<file path="src/rtl/reset_ctrl.sv">
// Central SoC reset generator: merges POR, debounced push-button, software and
// watchdog requests into a staged periph/core release with a sticky cause register.
module reset_ctrl #(
    parameter int HOLD_CYCLES     = 16,
    parameter int STAGGER_CYCLES  = 4,
    parameter int DEBOUNCE_CYCLES = 1024
) (
    input  logic       clk,
    input  logic       rst,
    input  logic       btn_n,
    input  logic       sw_rst_req,
    input  logic       wdt_rst_req,
    input  logic       cause_clr,
    output logic       periph_rst_n,
    output logic       core_rst_n,
    output logic       rst_active,
    output logic [3:0] rst_cause
);
    localparam int MAX_HS  = (HOLD_CYCLES > STAGGER_CYCLES) ? HOLD_CYCLES : STAGGER_CYCLES;
    localparam int MAX_CYC = (MAX_HS > DEBOUNCE_CYCLES) ? MAX_HS : DEBOUNCE_CYCLES;
    localparam int CNT_W   = $clog2(MAX_CYC + 1);

    localparam logic [CNT_W-1:0] CNT_ZERO     = {CNT_W{1'b0}};
    localparam logic [CNT_W-1:0] CNT_ONE      = CNT_W'(1);
    localparam logic [CNT_W-1:0] HOLD_LAST    = CNT_W'(HOLD_CYCLES - 1);
    localparam logic [CNT_W-1:0] STAGGER_LAST = CNT_W'(STAGGER_CYCLES - 1);
    localparam logic [CNT_W-1:0] DB_LAST      = CNT_W'(DEBOUNCE_CYCLES - 1);

    typedef enum logic [1:0] {
        ST_HOLD    = 2'd0,
        ST_STAGGER = 2'd1,
        ST_RUN     = 2'd2
    } state_t;

    state_t           state_r, state_s;
    logic [CNT_W-1:0] cnt_r, cnt_s;
    logic             periph_r, periph_s;
    logic             core_r, core_s;
    logic             active_r, active_s;
    logic [3:0]       cause_r, cause_s;
    logic             btn_meta_r, btn_sync_r;
    logic             btn_pressed_r, btn_pressed_s;
    logic [CNT_W-1:0] db_cnt_r, db_cnt_s;
    logic             req_s;
    logic [3:0]       src_s;

    // A clear replaces the sticky bits with this edge's sources; otherwise accumulate
    function automatic logic [3:0] cause_update_f(
        input logic [3:0] cur,
        input logic [3:0] src,
        input logic       clr
    );
        logic [3:0] res;
        if (clr) begin
            res = src;
        end else begin
            res = cur | src;
        end
        return res;
    endfunction

    // Two-flop synchronizer for the asynchronous button
    always_ff @(posedge clk or posedge rst) begin
        if (rst) begin
            btn_meta_r <= 1'b1;
            btn_sync_r <= 1'b1;
        end else begin
            btn_meta_r <= btn_n;
            btn_sync_r <= btn_meta_r;
        end
    end

    // Debounce: flip pressed state after DEBOUNCE_CYCLES consecutive disagreeing samples
    always_comb begin
        btn_pressed_s = btn_pressed_r;
        db_cnt_s      = CNT_ZERO;
        if ((~btn_sync_r) != btn_pressed_r) begin
            if (db_cnt_r == DB_LAST) begin
                btn_pressed_s = ~btn_pressed_r;
                db_cnt_s      = CNT_ZERO;
            end else begin
                btn_pressed_s = btn_pressed_r;
                db_cnt_s      = db_cnt_r + CNT_ONE;
            end
        end else begin
            db_cnt_s = CNT_ZERO;
        end
    end

    // Debounce state registers
    always_ff @(posedge clk or posedge rst) begin
        if (rst) begin
            btn_pressed_r <= 1'b0;
            db_cnt_r      <= CNT_ZERO;
        end else begin
            btn_pressed_r <= btn_pressed_s;
            db_cnt_r      <= db_cnt_s;
        end
    end

    assign req_s = btn_pressed_r | sw_rst_req | wdt_rst_req;
    assign src_s = {wdt_rst_req, sw_rst_req, btn_pressed_r, 1'b0};

    // Sequencer next state; outputs are computed as next register values
    always_comb begin
        state_s  = state_r;
        cnt_s    = cnt_r;
        periph_s = periph_r;
        core_s   = core_r;
        active_s = active_r;
        case (state_r)
            ST_HOLD: begin
                periph_s = 1'b0;
                core_s   = 1'b0;
                active_s = 1'b1;
                if (req_s) begin
                    cnt_s = CNT_ZERO;
                end else if (cnt_r == HOLD_LAST) begin
                    periph_s = 1'b1;
                    cnt_s    = CNT_ZERO;
                    state_s  = ST_STAGGER;
                end else begin
                    cnt_s = cnt_r + CNT_ONE;
                end
            end
            ST_STAGGER: begin
                if (req_s) begin
                    periph_s = 1'b0;
                    cnt_s    = CNT_ZERO;
                    state_s  = ST_HOLD;
                end else if (cnt_r == STAGGER_LAST) begin
                    core_s   = 1'b1;
                    active_s = 1'b0;
                    cnt_s    = CNT_ZERO;
                    state_s  = ST_RUN;
                end else begin
                    cnt_s = cnt_r + CNT_ONE;
                end
            end
            ST_RUN: begin
                if (req_s) begin
                    periph_s = 1'b0;
                    core_s   = 1'b0;
                    active_s = 1'b1;
                    cnt_s    = CNT_ZERO;
                    state_s  = ST_HOLD;
                end else begin
                    cnt_s = CNT_ZERO;
                end
            end
            default: begin
                periph_s = 1'b0;
                core_s   = 1'b0;
                active_s = 1'b1;
                cnt_s    = CNT_ZERO;
                state_s  = ST_HOLD;
            end
        endcase
    end

    // Clear is honoured only once the core is running
    always_comb begin
        cause_s = cause_update_f(cause_r, src_s, cause_clr && (state_r == ST_RUN));
    end

    // Sequencer and reset output registers
    always_ff @(posedge clk or posedge rst) begin
        if (rst) begin
            state_r  <= ST_HOLD;
            cnt_r    <= CNT_ZERO;
            periph_r <= 1'b0;
            core_r   <= 1'b0;
            active_r <= 1'b1;
        end else begin
            state_r  <= state_s;
            cnt_r    <= cnt_s;
            periph_r <= periph_s;
            core_r   <= core_s;
            active_r <= active_s;
        end
    end

    // Sticky cause register
    always_ff @(posedge clk or posedge rst) begin
        if (rst) begin
            cause_r <= 4'b0001;
        end else begin
            cause_r <= cause_s;
        end
    end

    assign periph_rst_n = periph_r;
    assign core_rst_n   = core_r;
    assign rst_active   = active_r;
    assign rst_cause    = cause_r;

    reset_ctrl_chk u_chk (
        .clk          (clk),
        .rst          (rst),
        .periph_rst_n (periph_r),
        .core_rst_n   (core_r),
        .rst_active   (active_r)
    );

endmodule

// Ordering invariants of the staged reset outputs.
module reset_ctrl_chk (
    input logic clk,
    input logic rst,
    input logic periph_rst_n,
    input logic core_rst_n,
    input logic rst_active
);
    a_core_after_periph: assert property (@(posedge clk) disable iff (rst)
        core_rst_n |-> periph_rst_n);

    a_active_tracks_core: assert property (@(posedge clk) disable iff (rst)
        rst_active == ~core_rst_n);
endmodule

</file>
<file path="config.mk">
export PLATFORM = sky130hd
export DESIGN_NAME = reset_ctrl
export DESIGN_NICKNAME = d
export VERILOG_FILES = /design/src/rtl/reset_ctrl.sv
export SDC_FILE = /design/constraint.sdc
export NUM_CORES = 1
export LEC_CHECK = 0
export ABC_CLOCK_PERIOD_IN_PS = 2180
export CAP_MARGIN = 5
export CORE_MARGIN = 4
export CORE_UTILIZATION = 30
export DETAILED_ROUTE_END_ITERATION = 6
export GPL_ROUTABILITY_DRIVEN = 0
export SKIP_CTS_REPAIR_TIMING = 1
export SYNTH_ARGS = -nofsm -noshare
export SYNTH_HDL_FRONTEND = slang
export SYNTH_SLANG_ARGS = --single-unit
</file>
<file path="constraint.sdc">
create_clock -name clk -period 2.18 [get_ports clk]
set_clock_uncertainty 0.15 [all_clocks]
set_input_delay 0.436 -clock clk [delete_from_list [all_inputs] [get_ports clk]]
set_output_delay 0.436 -clock clk [all_outputs]
set_load 0.02 [all_outputs]
</file>
==> results of run 1 <==
-- metal layers --
| metal | up-vias | part of all wire | GRT usage |
|---|---|---|---|
| li1 | 579 | - | - |
| met1 | 545 | 0.48 | 0.130 |
| met2 | 22 | 0.43 | 0.151 |
| met3 | 5 | 0.058 | 0.0302 |
| met4 | 0 | 0.027 | 0.0686 |
| met5 | - | 0 | 0 |
-- synth_stat cells (4+ instances only) --
master,n,share of area
dfstp_2,4,0.063
xor2_1,9,0.047
nand3_1,12,0.036
nor3_1,5,0.015
nor2_2,10,0.037
nand4_1,7,0.026
a21oi_1,4,0.012
nand2_1,9,0.020
nor2_1,19,0.043
inv_1,7,0.016
ha_1,5,0.037
xnor2_1,8,0.042
dfrtp_1,30,0.45
-- cell type report --
type	count	area [um^2]	area share
clock buffer	6	82.6	0.0414
inverter	7	26.3	0.0132
sequential	34	856	0.429
clock inverter	2	60.1	0.0301
multi-input combinational	115	757	0.379
tap	70	87.6	0.0439
timing repair buffer	13	128	0.0639
-- power groups by stage --
stage | registers [uW] | clock network (uW) | logic [uW]
2_1_floorplan | 658 | 0 | 37.0
3_3_place_gp | 659 | 0 | 52.1
3_5_place_dp | 660 | 0 | 52.9
4_1_cts | 648 | 746 | 53.2
5_1_grt | 648 | 774 | 58.4
6_report | 648 | 722 | 51.1
-- layout by cell type (no fill, tap or decap), types with 2 or more instances in the layout --
master and count:
a21o_1 2, nand3_1 12, inv_1 7, or3_1 2
nor2_2 10, xor2_1 9, nand4_1 7, ha_1 5
a21oi_1 4, nor2_1 19, nand2_1 9, nor4b_1 2
and4_1 2, xnor2_1 8, nor3b_1 2, clkdlybuf4s50_1 12
dfstp_2 4, dfrtp_1 30, o21ai_0 3, clkbuf_8 6
bufinv_16 2, nor3_1 5
-- state kept, by name (all words and copies together) (netlist names) --
register,count
core_rst_n,1
rst_cause,4
db_cnt_r,11
rst_active,1
cnt_r,11
btn_meta_r,1
btn_sync_r,1
periph_rst_n,1
btn_pressed_r,1
state_r,2
-- through the flow --
step / area (um^2) / hold slack (ps) / utilization
floorplan: 1680 / 195 / -
finish: 2000 / 206 / 0.379
global placement: 1850 / 197 / 0.352
detailed placement: 1850 / 197 / 0.352
CTS: 2000 / 208 / 0.379
global route: 2000 / 210 / 0.379
-- worst max path at each step --
stage                                   from                endpoint  slack, ps  depth (start not counted)
CTS                   rst_active$_DFFE_PP1P_              rst_active        150                          1
floorplan             state_r[0]$_DFFE_PP0P_      cnt_r[2]$_DFF_PP0_        530                          7
detailed placement                sw_rst_req  state_r[1]$_DFFE_PP0P_        190                          4
global placement                  sw_rst_req  rst_active$_DFFE_PP1P_        190                          5
global route        rst_cause[0]$_DFFE_PP1P_            rst_cause[0]        130                          1
finish                rst_active$_DFFE_PP1P_              rst_active        170                          1
-- cells by family after synthesis --
group / count (synthesis) / synth area share
adders and majority gates: 5 / 0.0373
xor gates and xnor gates: 17 / 0.0887
and+or+nand+nor: 78 / 0.260
AOI/OAI and AO/OA: 15 / 0.0656
DFF: 34 / 0.510
buffers and inverters: 11 / 0.0388
==> flow_summary.json, run 1 <==
{
  "outcome": "complete, no violations",
  "rsz0062_at_grt": "no",
  "grt.total_usage": 0.103,
  "p_comb_frac": 0.036,
  "nets": 187,
  "critical_path.top_delay_family": "buffers and inverters",
  "crit_buf_inv": 1,
  "cts-htree-levels": 2,
  "ant_nets": 0,
  "worst_pin_slew_ps": 433,
  "viasPerCell": 4.66,
  "grt_pass1_wl_um": 5150,
  "finalCritPeriodShare": 0.924,
  "n_antenna_cell": 0,
  "die_area_um2": 6850,
  "drtIter0Drc": 47,
  "antenna_found_initial": 0,
  "cts_root_buf": "clkbuf_8",
  "dr.pass1.iters": 4,
  "p_switching_uw": 273,
  "nFillCells": 535,
  "dieWidth_um": 82.8,
  "worstPathRequired_ps": 1590,
  "start_util": 0.318,
  "swShare": 0.192,
  "fin_ws_ps": 166,
  "die_y_um": 82.8,
  "dpl.cell_count": 239,
  "worst_setup_path_start_kind": "flip-flop",
  "cp_max_fo": 2,
  "end_kind": "primary output",
  "synth_flop_cell": "dfrtp_1",
  "hp-start": "btn_meta_r$_DFF_PP1_",
  "slowest_stage": "clkdlybuf4s50_1",
  "clockPowerShare": 0.508,
  "clkLatencyLatePin_ps": 290,
  "relSlewSlack": 0.711,
  "setup_tns_ps": 0,
  "drt-total-wl_um": 2960,
  "p_leak_uw": 0.000797,
  "worstHoldPathType": "reg -> reg",
  "clock_sinks": 34,
  "hpwl_um": 2060,
  "drive_gt1_frac": 0.169,
  "dp_slack_ps": 188,
  "vias": 1151,
  "cts_tree": "yes",
  "ys_warn_count": 0,
  "final_hold_viol_count": 0,
  "routedWlPerCell_um": 12.0,
  "slowest_delay_ps": 600,
  "criticalPathCategory": "reg -> out",
  "clockBufferDepth": 2,
  "synth_cell_type_count": 37,
  "cts_buffers": 5,
  "syn_nets": 171,
  "cap_violations": 0,
  "p_per_area_nw_per_um2": 712,
  "grt_pass1_vias": 1096,
  "setup_viol": 0,
  "clk_pin_slew_ps": 70,
  "fp-row-count": 26,
  "ys_ff_latch": 34,
  "reg2regPathDepth": 6,
  "core_um2": 5270,
  "io_pins": 13,
  "grt_max_degree": 35,
  "clock.fmax_mhz": 497,
  "rrSetupSlack_ps": 400,
  "syn_area_um2": 1680,
  "grt_overflow": 0,
  "vdd_ir_drop_max_mv": 0.234,
  "drcViolationCount": 0,
  "synthArstFlopShare": 1.00,
  "finalPower_uw": 1420,
  "io_buffers": 12,
  "min_period_ps": 2010,
  "synthToLayoutAreaGrowth_pct": 19.0,
  "hold-path-endpoint": "btn_sync_r$_DFF_PP1_",
  "p_int_uw": 1150,
  "timing.rr.start": "state_r[0]$_DFFE_PP0P_",
  "syn_area_per_cell_um2": 10.5,
  "whs_path_depth": 0,
  "synth_edf_count": 0,
  "ys_seq_area_frac": 0.510,
  "final_cells": 247,
  "slew_viol_final": 0,
  "seqPwrFrac": 0.456,
  "worst-endpoint-arrival_ps": 1430,
  "synth_cells": 160,
  "crit_chain": "clkdlybuf4s50_1",
  "timing.rr.end": "cnt_r[8]$_DFF_PP0_"
}
(Power assumes the default switching activity.)
==> run 2, diff against run 1 <==
--- a/config.mk
+++ b/config.mk
@@ -11,6 +11,7 @@
 export CORE_UTILIZATION = 30
 export DETAILED_ROUTE_END_ITERATION = 6
 export GPL_ROUTABILITY_DRIVEN = 0
+export REMOVE_ABC_BUFFERS = 1
 export SKIP_CTS_REPAIR_TIMING = 1
 export SYNTH_ARGS = -nofsm -noshare
 export SYNTH_HDL_FRONTEND = slang
==> run 2 against run 1 <==
Combinational power down 1%. Flip-flop and latch count stayed put. Critical endpoint unchanged. Cell count did not move.
==> flow_summary.json, run 2 (synthesis results as in run 1) <==
{
  "rsz0062_at_grt": "no",
  "whs_path_depth": 0,
  "grt.total_usage": 0.104,
  "clock_sinks": 34,
  "finalPower_uw": 1410,
  "drive_gt1_frac": 0.169,
  "dp_slack_ps": 180,
  "slowest_stage": "clkdlybuf4s50_1",
  "n_antenna_cell": 0,
  "drcViolationCount": 0,
  "dieWidth_um": 82.8,
  "nets": 187,
  "critical_path.top_delay_family": "buffers and inverters",
  "die_y_um": 82.8,
  "start_util": 0.318,
  "cp_max_fo": 2,
  "slowest_delay_ps": 600,
  "grt_pass1_wl_um": 5300,
  "reg2regPathDepth": 6,
  "cts_tree": "yes",
  "final_cell_mix": "dfrtp_1 (30), nor2_1 (19), nand3_1 (12), clkdlybuf4s50_1 (12), nor2_2 (10)",
  "criticalPathCategory": "reg -> out",
  "io_pins": 13,
  "final_hold_viol_count": 0,
  "dr.pass1.iters": 4,
  "worstHoldPathType": "reg -> reg",
  "end_kind": "primary output",
  "path_depth": 1,
  "grt_overflow": 0,
  "worst_setup_path_start_kind": "flip-flop",
  "min_period_ps": 2000,
  "vdd_ir_drop_max_mv": 0.276,
  "antenna_found_initial": 0,
  "grt_pass1_vias": 1157,
  "slew_viol_final": 0,
  "clockBufferDepth": 2,
  "layout_commonest_cell": "dfrtp_1",
  "clk_pin_slew_ps": 70,
  "worst-endpoint-arrival_ps": 1410,
  "cap_violations": 0,
  "core_um2": 5270,
  "crit_chain": "clkdlybuf4s50_1",
  "setup_viol": 0,
  "ant_nets": 0,
  "p_per_area_nw_per_um2": 707,
  "p_leak_uw": 0.000797,
  "drt-total-wl_um": 2890,
  "synthToLayoutAreaGrowth_pct": 19.0,
  "crit_buf_inv": 1,
  "die_area_um2": 6850,
  "io_buffers": 12,
  "fp-row-count": 26,
  "cts-htree-levels": 2,
  "relSlewSlack": 0.718,
  "cts_buffers": 5,
  "vias": 1146,
  "hpwl_um": 2000,
  "cts_root_buf": "clkbuf_8",
  "clock.fmax_mhz": 501,
  "final_core_util": 0.379,
  "drtIter0Drc": 48,
  "viasPerCell": 4.64,
  "worst_pin_slew_ps": 422,
  "setup_tns_ps": 0,
  "grt_max_degree": 35,
  "worstPathRequired_ps": 1590,
  "clkLatencyLatePin_ps": 280,
  "fin_ws_ps": 184,
  "outcome": "complete, no violations",
  "finalCritPeriodShare": 0.916,
  "nFillCells": 545,
  "routedWlPerCell_um": 11.7
}
==> run 2: cell counts in the layout (fill, tap and decap cells not counted) <==
No cell type changed its count.
==> run 2: through the flow <==
step                hold slack (ps)  instance area, um^2  instances
floorplan                       195                 1640        156
global placement                197                 1850        239
detailed placement              198                 1850        239
CTS                             209                 2000        247
global route                    217                 2000        247
finish                          207                 2000        247
==> run 2: path summary, 6_finish.rpt <==
path | start | to | slack (ps)
worst min register to register | btn_meta_r$_DFF_PP1_ | btn_sync_r$_DFF_PP1_ | 210
worst min-delay path | btn_meta_r$_DFF_PP1_ | btn_sync_r$_DFF_PP1_ | 210
worst max-delay path | rst_active$_DFFE_PP1P_ | rst_active | 180
worst max register to register | state_r[0]$_DFFE_PP0P_ | cnt_r[8]$_DFF_PP0_ | 400
min in group asynchronous | rst | db_cnt_r[1]$_DFF_PP0_ | 380
max in group asynchronous | rst | rst_cause[0]$_DFFE_PP1P_ | 1160
==> run 2: area by class of cell <==
class / instances / area (um^2) / area share
Sequential cell: 34 / 856 / 0.429
Multi-Input combinational cell: 115 / 757 / 0.379
Timing Repair Buffer: 13 / 128 / 0.0639
Tap cell: 70 / 87.6 / 0.0439
Clock buffer: 6 / 82.6 / 0.0414
Clock inverter: 2 / 60.1 / 0.0301
Inverter: 7 / 26.3 / 0.0132
==> run 2: where the power goes <==
| part | internal (uW) | leakage, uW | total (uW) | switching (uW) |
|---|---|---|---|---|
| combinational | 19.7 | 0.000279 | 50.4 | 30.6 |
| sequential | 641 | 0.000447 | 648 | 7.46 |
| clock | 488 | 0.0000714 | 714 | 226 |
| total | 1150 | 0.000797 | 1410 | 264 |
==> run 2: routing by layer <==
| metal | GRT usage | part of all wire | up-vias |
|---|---|---|---|
| met4 | 0.0490 | 0.021 | 0 |
| met5 | 0 | 0 | - |
| met3 | 0.0389 | 0.063 | 7 |
| li1 | - | - | 578 |
| met1 | 0.130 | 0.48 | 540 |
| met2 | 0.158 | 0.43 | 21 |
==> run 3, diff against run 2 <==
--- a/config.mk
+++ b/config.mk
@@ -12,7 +12,6 @@
 export DETAILED_ROUTE_END_ITERATION = 6
 export GPL_ROUTABILITY_DRIVEN = 0
 export REMOVE_ABC_BUFFERS = 1
-export SKIP_CTS_REPAIR_TIMING = 1
 export SYNTH_ARGS = -nofsm -noshare
 export SYNTH_HDL_FRONTEND = slang
 export SYNTH_SLANG_ARGS = --single-unit
==> results of run 3 <==
Same layout as run 2: the final DEF is identical, and so are final timing and power.
